### src/rtl/num_entry.sv
// Keypad-to-operand stage: accumulates BCD key codes into a num_t and hands it to the ALU.
// Latency: key effect visible on disp_o one cycle after acceptance; operand valid one cycle after ENTER.
// Backpressure: key_ready_o drops while an operand waits in HOLD; num_valid_o holds until num_ready_i.

package calc_pkg;
    localparam int NumDigits = 8;
    localparam int ExpWidth  = 8;

    typedef struct packed {
        logic                       error;
        logic                       sign;
        logic signed [ExpWidth-1:0] exponent;
        logic [NumDigits-1:0][3:0]  sig;
    } num_t;
endpackage

module num_entry #(
    parameter int NumDigits = calc_pkg::NumDigits
) (
    input  logic                               clk_i,
    input  logic                               rst_i,
    input  logic                               key_valid_i,
    output logic                               key_ready_o,
    input  logic [3:0]                         key_code_i,
    output logic                               num_valid_o,
    input  logic                               num_ready_i,
    output calc_pkg::num_t                     num_o,
    output calc_pkg::num_t                     disp_o,
    output logic [$clog2(NumDigits):0]         digit_count_o,
    output logic                               overflow_o
);

    localparam int CntW = $clog2(NumDigits) + 1;

    localparam logic [3:0] KeyNeg   = 4'd10;
    localparam logic [3:0] KeyBksp  = 4'd11;
    localparam logic [3:0] KeyClr   = 4'd12;
    localparam logic [3:0] KeyEnter = 4'd13;

    if (NumDigits != calc_pkg::NumDigits) begin : g_bad_num_digits
        $error("num_entry: NumDigits must equal calc_pkg::NumDigits");
    end

    typedef enum logic {ENTRY, HOLD} state_t;

    state_t            state_q;
    state_t            state_nxt;
    calc_pkg::num_t    entry_q;
    calc_pkg::num_t    num_q;
    calc_pkg::num_t    commit;
    logic [CntW-1:0]   count_q;
    logic              ovf_q;
    logic              key_acc;

    assign key_acc = key_valid_i && (state_q == ENTRY);

    // A zero significand is always committed as +0 so the ALU never sees -0.
    always_comb begin
        commit      = '0;
        commit.sig  = entry_q.sig;
        commit.sign = entry_q.sign && (entry_q.sig != '0);
    end

    always_ff @(posedge clk_i) begin
        if (rst_i) begin
            state_q <= ENTRY;
        end else begin
            state_q <= state_nxt;
        end
    end

    always_comb begin
        state_nxt = state_q;
        case (state_q)
            ENTRY: if (key_acc && key_code_i == KeyEnter) state_nxt = HOLD;
            HOLD:  if (num_ready_i) state_nxt = ENTRY;
            default: state_nxt = ENTRY;
        endcase
    end

    always_comb begin
        key_ready_o = (state_q == ENTRY);
        num_valid_o = (state_q == HOLD);
    end

    always_ff @(posedge clk_i) begin
        if (rst_i) begin
            entry_q <= '0;
            num_q   <= '0;
            count_q <= '0;
            ovf_q   <= 1'b0;
        end else begin
            ovf_q <= 1'b0;
            if (state_q == HOLD) begin
                if (num_ready_i) begin
                    entry_q <= '0;
                    count_q <= '0;
                end
            end else if (key_acc) begin
                if (key_code_i < KeyNeg) begin
                    if (count_q == CntW'(NumDigits)) begin
                        ovf_q <= 1'b1;
                    end else if (!(count_q == '0 && key_code_i == 4'd0)) begin
                        entry_q.sig <= {entry_q.sig[NumDigits-2:0], key_code_i};
                        count_q     <= count_q + CntW'(1);
                    end
                end else begin
                    case (key_code_i)
                        KeyNeg: entry_q.sign <= ~entry_q.sign;
                        KeyBksp: begin
                            if (count_q != '0) begin
                                entry_q.sig <= {4'h0, entry_q.sig[NumDigits-1:1]};
                                count_q     <= count_q - CntW'(1);
                                if (count_q == CntW'(1)) entry_q.sign <= 1'b0;
                            end
                        end
                        KeyClr: begin
                            entry_q <= '0;
                            count_q <= '0;
                        end
                        KeyEnter: num_q <= commit;
                        default: ;
                    endcase
                end
            end
        end
    end

    assign num_o         = num_q;
    assign disp_o        = entry_q;
    assign digit_count_o = count_q;
    assign overflow_o    = ovf_q;

endmodule

### config.mk
export PLATFORM = sky130hd
export DESIGN_NAME = num_entry
export DESIGN_NICKNAME = d
export VERILOG_FILES = /design/src/rtl/num_entry.sv
export SDC_FILE = /design/constraint.sdc
export NUM_CORES = 1
export LEC_CHECK = 0
export ABC_AREA = 1
export CORE_MARGIN = 3
export CORE_UTILIZATION = 45
export CTS_BUF_LIST = sky130_fd_sc_hd__clkbuf_8
export DETAILED_ROUTE_END_ITERATION = 6
export PLACE_DENSITY = 0.78
export SETUP_SLACK_MARGIN = 0.15
export SLEW_MARGIN = 25
export SYNTH_ARGS = -nofsm -noshare
export SYNTH_HDL_FRONTEND = slang
export SYNTH_SLANG_ARGS = --single-unit
### constraint.sdc
create_clock -name clk_i -period 1.52 [get_ports clk_i]
set_input_delay 0.228 -clock clk_i [delete_from_list [all_inputs] [get_ports clk_i]]
set_output_delay 0.228 -clock clk_i [all_outputs]
set_load 0.01 [all_outputs]
==> impl_results.md, run 1 <==
- Hold Path Sink: num_valid_o$_SDFF_PP0_
- Gpl congestion: roughly 0.86
- Distinct cell type count after synthesis: 27
- Critical Path Slowest Stage Cell: dfxtp_1
- WP buf/inv: 3
- Critical Path Start: digit_count_o[3]$_SDFFE_PP0P_
- Post-layout util: 0.7293
- Yosys top cell by area: dfxtp_1
- Post-Syn Instances: 566
- Critical path arrival: 2.01 ns
- WL final: 15,590 um
- # nets final: between 600 and 700
- VDD IR max: between 0.0006 and 0.0007 V
- Initial antenna violation count: 0
- Hold WS: 0.4959 ns
- Place WS: -0.5206 ns
- Clock skew: slightly below 0.02 ns
- RSZ-0062 raised after global routing: yes
- CP Data Required Time: 1.79 ns
- Final Max Slew Viols: 0
- Top cell type's share of synthesized area: 0.3822
- Clk root buf: clkbuf_8
- Delay-heaviest family, CP: simple AND/OR/NAND/NOR gates
- Crit share post-route: 1.147
- Number of max-cap violations: 0
- Flop-to-flop setup slack: -0.22 ns
- Status: complete, but fails checks
- Synth Register Bits: 72
- Area delta synth->final: 53.32%
- I/O pin count: a little under 100
- Number of synthesized flops with an enable pin: 0
- First DRT Iteration DRCs: 466
- F_max: between 500 and 600 MHz
- Register area share after synthesis: 0.3822
- Leakage power: 2.900 nW
- Worst path cell trace: inv_1 -> nand2_1 -> nor2_4 -> a21oi_4 -> nand3_4 -> buf_12 -> buf_16 -> nor2_2 -> nor2_4
- Buffer levels on the longest clock path: 2
- Ys Warns: 0
- Pwr Density: 949.6 nW/um^2
- DIE HEIGHT: 97.55 um
- Vias in the first global route: 3,827
- Largest net degree at the start of global routing: 50
- Post-CTS Hold Fix Bufs: 0
- Most Frequent Cell on Critical Path: nor2_4
- Cts bufs inserted: 9
- CTS tree: built
- Clock latency at the later pin of the worst-skew pair: ~0.37 ns
- Failing checks: negative setup slack
- Layout fillers: 530
- Rows: 32
- Final Hold Viols: 0
- Mean post-synth cell area: 6.663 sq um
- Hold/Removal Path Class: in2reg
- WL per Instance: around 20 um
- Total gr overflow: 0
- FF-to-FF Start: digit_count_o[3]$_SDFFE_PP0P_
- Final min period: 1.743 ns
- Setup Crit Path Kind: reg2reg
- Post-Syn Area: between 3000 and 4000 sq um
- Final instance area: 5782 sq um
- Setup-failing EPs final: 37
- Final ANT Viol Nets: 0
- Drt via density: 5.696
- Crit-path max cell delay: 0.35 ns
- Worst Setup End Kind: flop
- First-pass DRT Iterations: 6
- Global-route wire length before repair: 18,640 um
- Crit path max fanout: 8
- Asr flop ratio synth: 0
- Drt drc: 0
- Port buffer count: 80
- Clock transition at path regs: 0.10 ns
- Post-DP HPWL: 6797 um
- TritonCTS Sinks: 72
- Die ar.: between 9000 and 10,000 sq um
- Worst r2r dst: disp_o[13]$_SDFFE_PP0P_
- Final Worst Setup Slack: -0.2231 ns
- H-Tree Depth: 3
- Hold Startpoint: rst_i
- Core area: roughly 8000 sq um
- Top FF cell, synth: dfxtp_1
- Cells taking the most area after synthesis: dfxtp_1, nand2_1, buf_4, nor2_1, o21ai_0
- Pwr Total: 5.491 mW
- CP startpoint kind: flop
- Starting Density: 0.4757
- Ant diodes: 0
- Vias: 4,437
- GRT Resource Usage Total: 0.2388
- R2r worst-path depth: 9
- Min-Delay Path Depth: 2
- Die X: 97.55 um
- Placed cell areas: approximately 4600 sq um
- Share of cells above drive strength 1: 0.2880
[cells by family (layout without fill, tap and decap cells)]
kind of cell / after synthesis / count (layout) / synth area share
AO/OA/AOI/OAI: 102 / 102 / 0.1364
XOR/XNOR: 2 / 2 / 0.004646
adder cells (fa/ha/maj): 4 / 4 / 0.01327
buffers and inverters: 127 / 220 / 0.1878
flip-flops: 72 / 72 / 0.3822
other: 1 / 18 / 0.0009944
AND/OR/NAND/NOR: 258 / 259 / 0.2747
[through the flow]
stage          setup TNS [ns]  cells
2_1_floorplan               0    583
6_report               -4.894    779
5_1_grt                -6.729    779
4_1_cts               -0.1078    759
3_5_place_dp           -27.43    718
3_3_place_gp           -24.42    718
[per-layer routing]
layer | track usage | share of wire | up-vias
met5 | 0 | 0 | -
li1 | - | - | 1923
met4 | 0.1044 | 0.070 | 0
met3 | 0.07394 | 0.11 | 117
met1 | 0.2882 | 0.36 | 2033
met2 | 0.3906 | 0.46 | 364
[report_power, final]
| group | internal [mW] | total (mW) | switching (mW) |
|---|---|---|---|
| Combinational | 0.754 | 1.75 | 0.999 |
| Clock | 0.775 | 1.60 | 0.822 |
| Sequential | 2.01 | 2.14 | 0.128 |
| Total | 3.54 | 5.49 | 1.95 |
[worst max-delay path by stage]
stage / to / depth (start not counted)
2_1_floorplan: digit_count_o[2]$_SDFFE_PP0P_ / 9
5_1_grt: disp_o[26]$_SDFFE_PP0P_ / 10
4_1_cts: digit_count_o[0]$_SDFFE_PP0P_ / 11
6_report: disp_o[13]$_SDFFE_PP0P_ / 9
3_3_place_gp: disp_o[2]$_SDFFE_PP0P_ / 9
3_5_place_dp: disp_o[11]$_SDFFE_PP0P_ / 9
[worst register-to-register path: cells and delay by family, from the launching register on]
family                 cells  cell delay, ns
buffers and inverters      3            0.47
AND/OR/NAND/NOR            5            0.65
AO/OA/AOI/OAI              1            0.18
flip-flops                 1            0.35
[flip-flops by register name, indices dropped and copies added, names as in the netlist]
name,cells
num_o,33
overflow_o,1
disp_o,33
digit_count_o,4
num_valid_o,1
[area by class of cell]
cell class	instances	area, sq um	area share
inverter	50	197.7	0.03419
sequential	72	1463	0.2530
clock buffer	9	123.9	0.02142
multi-input combinational	385	2037	0.3523
tap	102	127.6	0.02207
timing repair buffer	154	1755	0.3036
clock inverter	7	77.57	0.01342
[cells in the final DEF (no fill, tap or decap), types with 3 or more instances in the layout]
master,synthesis,routed
buf_12,0,10
dfxtp_2,0,8
clkbuf_16,0,10
nor2_2,1,22
nand2_4,0,13
a21oi_1,38,25
buf_16,0,6
o21ai_1,0,7
nand2_2,2,25
inv_6,0,3
nand3_1,13,13
inv_2,1,3
buf_4,58,38
dfxtp_1,72,61
dlygate4sd2_1,0,74
conb_1,1,18
clkbuf_8,0,9
nor2_1,103,78
o21ai_0,63,54
inv_1,48,42
clkdlybuf4s50_1,0,3
buf_8,0,3
nand2_1,131,95
dfxtp_4,0,3
nor2_4,1,6
inv_4,0,4
a21oi_2,1,13
buf_6,1,7
[synth_stat cells (all sizes together) (2+ instances only)]
cell / instances
nand3: 14
a21oi: 39
nor4: 2
inv: 49
clkbuf: 14
nand2: 133
ha: 4
o21ai: 63
nor2: 105
xor2: 2
dfxtp: 72
nand4: 2
buf: 63
[repair_timing]
item / 4_1_cts / 5_1_grt
pin swaps: 5 / 27
gates resized for setup: 135 / 88
gates cloned: 8 / 12
endpoints found under the setup margin: 143 / 72
buffers inserted: 17 / 8
No activity file was read; power rests on OpenSTA's default activity.
==> run 2: changes to the inputs <==
- CTS_CLUSTER_DIAMETER: not set -> 60
- HOLD_SLACK_MARGIN: not set -> 0.02
- PLACE_DENSITY: 0.78 -> 0.75
- clock period: 1.52 -> 2.1 ns (I/O delays scaled with it)
==> impl_results.md, run 2 (synthesis results as in run 1) <==
- Status: finished clean
- Hold/Removal Path Class: reg2reg
- H-Tree Depth: 3 (unchanged)
- Crit path max fanout: 7 (-1)
- Drt via density: 4.996 (-12%)
- Clk root buf: clkbuf_8
- F_max: 560.9 MHz
- Setup-failing EPs final: 0 (-100%)
- Setup TNS: 0 ns (+4.894 ns)
- Share of cells above drive strength 1: 0.05710 (-0.2309)
- Gpl congestion: 0.8806 (+2.7%)
- Clock transition at path regs: 0.08 ns (-0.02 ns)
- Buffer levels on the longest clock path: 2 (unchanged)
- Die X: 97.55 um (unchanged)
- TritonCTS Sinks: 72 (unchanged)
- Starting Density: 0.4757 (unchanged)
- Area delta synth->final: 21.83%
- Drt drc: 0 (unchanged)
- Cts bufs inserted: 9 (unchanged)
- CP Data Required Time: 1.78 ns (about the same)
- Final min period: 1.783 ns
- Global-route wire length before repair: 15,680 um (-16%)
- Crit-path max cell delay: 0.58 ns (+0.23 ns)
- GRT Resource Usage Total: 0.1982 (-0.04063)
- CTS tree: built
- Rows: 32 (unchanged)
- Worst Setup End Kind: primary output
- Port buffer count: 80 (unchanged)
- WL final: 9417 um (-40%)
- Delay-heaviest family, CP: buffers and inverters
- Crit share post-route: 0.8490
- Vias in the first global route: 3,289 (-14%)
- Final ANT Viol Nets: 0 (unchanged)
- First-pass DRT Iterations: 4 (-2)
- VDD IR max: 0.0004103 V (-35%)
- # nets final: 620 (-9.4%)
- Total gr overflow: 0 (unchanged)
- WP buf/inv: 2 (-1)
- Number of max-cap violations: 0 (unchanged)
- Clock latency at the later pin of the worst-skew pair: 0.34 ns (-0.03 ns)
- Clock skew: 0.009394 ns (-0.01034 ns)
- Final instance area: 4594 sq um (-21%)
- Critical Path Slowest Stage Cell: clkdlybuf4s50_1
- First DRT Iteration DRCs: 275 (-41%)
- Die ar.: 9515 sq um (unchanged)
- Post-CTS Hold Fix Bufs: 0 (unchanged)
- Largest net degree at the start of global routing: 72 (+44%)
- Most frequent cells in the layout: nand2_1, nor2_1, clkdlybuf4s50_1, dfxtp_1, o21ai_0
- Post-DP HPWL: 6544 um (-3.7%)
- Leakage power: 2.083 nW (-28%)
- Commonest non-fill, non-tap cell in the layout: nand2_1
- RSZ-0062 raised after global routing: no
- CP startpoint kind: flop
- Setup Crit Path Kind: reg2out
- Final Max Slew Viols: 0 (unchanged)
- Pwr Density: 753.4 nW/um^2 (-21%)
- Core area: 7928 sq um (unchanged)
- Initial antenna violation count: 0 (unchanged)
- Final Hold Viols: 0 (unchanged)
- WL per Instance: 13.17 um (-34%)
- Critical path arrival: 1.47 ns (-0.54 ns)
- Worst path cell trace: inv_1 -> clkdlybuf4s50_1
- Vias: 3,572 (-19%)
- I/O pin count: 99 (unchanged)
- Placed cell areas: 4397 sq um (-3.6%)
- DIE HEIGHT: 97.55 um (unchanged)
- Ant diodes: 0 (unchanged)
- Postcts setup bufs: 0 (-17)
[run 2: worst paths after layout]
kind / depth (start not counted) / start / slack, ns / end
worst max-delay path: 2 / num_valid_o$_SDFF_PP0_ / 0.32 / key_ready_o
worst min-delay path: 2 / digit_count_o[3]$_SDFFE_PP0P_ / 0.53 / overflow_o$_SDFF_PP0_
worst max register to register: 9 / digit_count_o[1]$_SDFFE_PP0P_ / 0.36 / disp_o[2]$_SDFFE_PP0P_
worst min register to register: 2 / digit_count_o[3]$_SDFFE_PP0P_ / 0.53 / overflow_o$_SDFF_PP0_
[run 2: through the flow]
stage               hold slack (ns)  power [mW]  instances  utilization  worst slack (ns)
CTS                          0.5255       3.484        715       0.5794            0.2610
global placement             0.5028       2.374        699       0.5546           0.08532
floorplan                    0.3841       2.167        583            -            0.4585
global route                 0.5411       3.656        715       0.5795            0.1745
detailed placement           0.5106       2.392        699       0.5546           0.03468
finish                       0.5253       3.461        715       0.5795            0.3171
[run 2: what timing repair did]
action | 4_1_cts | 5_1_grt
endpoints found under the setup margin | 0 | 22
resized for setup | 0 | 1
hold endpoints to repair | 0 | 0
[run 2: worst register-to-register path, delay by kind of cell, from the launching register on]
family,cells,cell delay (ns)
buf+inv,2,0.32
fa+ha+maj,1,0.20
flops,1,0.41
simple gates,5,0.52
compound gates,1,0.20
[run 2: final cells by class]
class                           instances  area, sq um
Clock buffer                            9        123.9
Clock inverter                          7        72.57
Fill cell                             758         3333
Inverter                               50        187.7
Multi-Input combinational cell        384         1694
Sequential cell                        72         1443
Tap cell                              102        127.6
Timing Repair Buffer                   91        945.9
[run 2: where the power goes]
group | leakage (nW) | total [mW] | internal, mW | switching, mW
clock network | 0.101 | 1.09 | 0.550 | 0.540
logic | 1.39 | 0.826 | 0.354 | 0.472
registers | 0.588 | 1.54 | 1.45 | 0.0908
total | 2.08 | 3.46 | 2.36 | 1.10
[run 2: layer usage]
layer | up-vias | part of all wire | routed length, um | global-route usage
met5 | - | 0 | 0 | 0
met4 | 0 | 0.016 | 153 | 0.07455
met3 | 18 | 0.093 | 877 | 0.05815
met2 | 158 | 0.47 | 4407 | 0.3195
met1 | 1617 | 0.42 | 3979 | 0.2501
li1 | 1779 | - | - | -
==> run 3: changes to the inputs <==
- clock period: 2.1 -> 1.8 ns (I/O delays scaled with it)
==> impl_results.md, run 3 (synthesis results as in run 1) <==
- Die ar.: 9515 sq um (unchanged)
- Die X: 97.55 um (unchanged)
- CP Data Required Time: 2.05 ns (+0.27 ns)
- Worst path cell trace: clkdlybuf4s50_1 -> inv_1 -> nand2_1 -> o21ai_0 -> a21oi_4 -> nand3_4 -> buf_6 -> buf_12 -> nor2_1 -> nor2_1
- DIE HEIGHT: 97.55 um (unchanged)
- Hold WS: 0.4869 ns (-0.03832 ns)
- RSZ-0062 raised after global routing: yes
- Clock transition at path regs: 0.08 ns (about the same)
- Largest net degree at the start of global routing: 72 (unchanged)
- Pwr Density: 870.2 nW/um^2 (+15%)
- Critical Path Slowest Stage Cell: clkdlybuf4s50_1
- First DRT Iteration DRCs: 244 (-11%)
- Delay-heaviest family, CP: buffers and inverters
- Final ANT Viol Nets: 0 (unchanged)
- WL final: 10,310 um (+9.5%)
- Finished Layout Cells: 745 (+4.2%)
- Initial antenna violation count: 0 (unchanged)
- Crit path max fanout: 14 (+7)
- First-pass DRT Iterations: 5 (+1)
- Pwr Total: 4.392 mW (+27%)
- GRT Resource Usage Total: 0.2025 (+0.004317)
- I/O pin count: 99 (unchanged)
- Clock latency at the later pin of the worst-skew pair: 0.35 ns (about the same)
- Rows: 32 (unchanged)
- Commonest non-fill, non-tap cell in the layout: nand2_1
- Final Max Slew Viols: 0 (unchanged)
- Starting Density: 0.4757 (unchanged)
- Hold/Removal Path Class: reg2reg
- VDD IR max: 0.0004474 V (+9.0%)
- H-Tree Depth: 3 (unchanged)
- Most frequent cells in the layout: nand2_1, nor2_1, clkdlybuf4s50_1, dfxtp_1, o21ai_0
- Port buffer count: 80 (unchanged)
- Area delta synth->final: 33.84%
- Core area: 7928 sq um (unchanged)
- Drt drc: 0 (unchanged)
- Final min period: 1.684 ns
- Number of max-cap violations: 0 (unchanged)
- WP buf/inv: 4 (+2)
- Clk root buf: clkbuf_8
- Ant diodes: 0 (unchanged)
- Clock skew: 0.007145 ns (-0.002249 ns)
- Total gr overflow: 0 (unchanged)
- # nets final: 651 (+5.0%)
- Global-route wire length before repair: 15,950 um (+1.7%)
- Buffer levels on the longest clock path: 2 (unchanged)
- Vias: 3,710 (+3.9%)
- Final instance area: 5047 sq um (+9.9%)
- Post-CTS Hold Fix Bufs: 0 (unchanged)
- Most Frequent Cell on Critical Path: nor2_1
- Critical path arrival: 1.93 ns (+0.46 ns)
- Status: finished clean
- CTS tree: built
- Final Hold Viols: 0 (unchanged)
- Cts bufs inserted: 9 (unchanged)
- Crit share post-route: 0.9358
- Placed cell count: 715 (+2.3%)
- Share of cells above drive strength 1: 0.1275 (+0.07043)
- F_max: 593.7 MHz
- Placed cell areas: 4542 sq um (+3.3%)
- Setup-failing EPs final: 0 (unchanged)
- TritonCTS Sinks: 72 (unchanged)
- Post-DP HPWL: 6664 um (+1.8%)
- Vias in the first global route: 3,217 (-2.2%)
- Drt via density: 4.980 (-0.32%)
- Crit-path max cell delay: 0.46 ns (-0.12 ns)
- Gpl congestion: 0.8642 (-1.9%)
- Leakage power: 2.382 nW (+14%)
- Setup Crit Path Kind: in2reg
- Worst Setup End Kind: flop
- WL per Instance: 13.84 um (+5.1%)
- CP startpoint kind: primary input
## run 3: changes by cell type in the layout (fill, tap and decap cells not counted), moves of 3 or more
cell,previous run,this run
dfxtp_2,1,5
dfxtp_1,71,67
dlygate4sd2_1,0,3
clkdlybuf4s50_1,80,70
nor2_2,1,5
buf_4,6,28
inv_1,49,45
dlymetal6s2s_1,0,7
buf_12,5,9
nor2_1,103,97
## run 3: path summary, 6_finish.rpt
path,start,end,slack (ns),cells past startpoint
max,num_ready_i,disp_o[17]$_SDFFE_PP0P_,0.12,10
min,digit_count_o[3]$_SDFFE_PP0P_,overflow_o$_SDFF_PP0_,0.49,2
max reg2reg,digit_count_o[1]$_SDFFE_PP0P_,disp_o[17]$_SDFFE_PP0P_,0.13,10
min reg2reg,digit_count_o[3]$_SDFFE_PP0P_,overflow_o$_SDFF_PP0_,0.49,2
## run 3: through the flow
step	utilization	worst slack (ns)	TNS, ns
final	0.6367	0.1155	0
after global placement	0.5729	-0.1106	-5.410
after CTS	0.6128	0.1245	0
after global routing	0.6367	0.04391	0
after floorplan	-	0.1585	0
after detailed placement	0.5729	-0.1781	-9.478
## run 3: area by class of cell
cell class | count | area, sq um
Fill cell | 692 | 2880
Timing Repair Buffer | 122 | 1321
Clock buffer | 9 | 123.9
Multi-Input combinational cell | 384 | 1749
Clock inverter | 6 | 85.08
Tap cell | 102 | 127.6
Inverter | 50 | 192.7
Sequential cell | 72 | 1448
## run 3: report_power, final
group / total [mW] / switching [mW] / internal [mW]
clock network: 1.41 / 0.636 / 0.771
logic: 1.18 / 0.624 / 0.560
registers: 1.80 / 0.103 / 1.70
## run 3: what timing repair did
item | 4_1_cts | 5_1_grt
gates cloned | 2 | 2
setup endpoints to repair | 12 | 42
setup buffers | 2 | 9
resized for setup | 15 | 23
pin swaps | 3 | 7
## run 3: worst register-to-register path, cell delays in order, from the launching register on
cell	delay, ns
dfxtp_2	0.35
inv_4	0.05
ha_4	0.16
nand2_4	0.07
nor2_4	0.05
a21oi_4	0.19
nand3_4	0.16
buf_6	0.18
buf_12	0.14
nor2_1	0.14
nor2_1	0.07
## run 3: per-layer routing
layer | share of wire | routed length [um] | vias to the layer above | track usage
met5 | 0 | 0 | - | 0
met4 | 0.014 | 141 | 0 | 0.05325
met3 | 0.069 | 714 | 15 | 0.05815
met2 | 0.48 | 4988 | 149 | 0.3268
met1 | 0.43 | 4467 | 1706 | 0.2655
li1 | - | - | 1840 | -
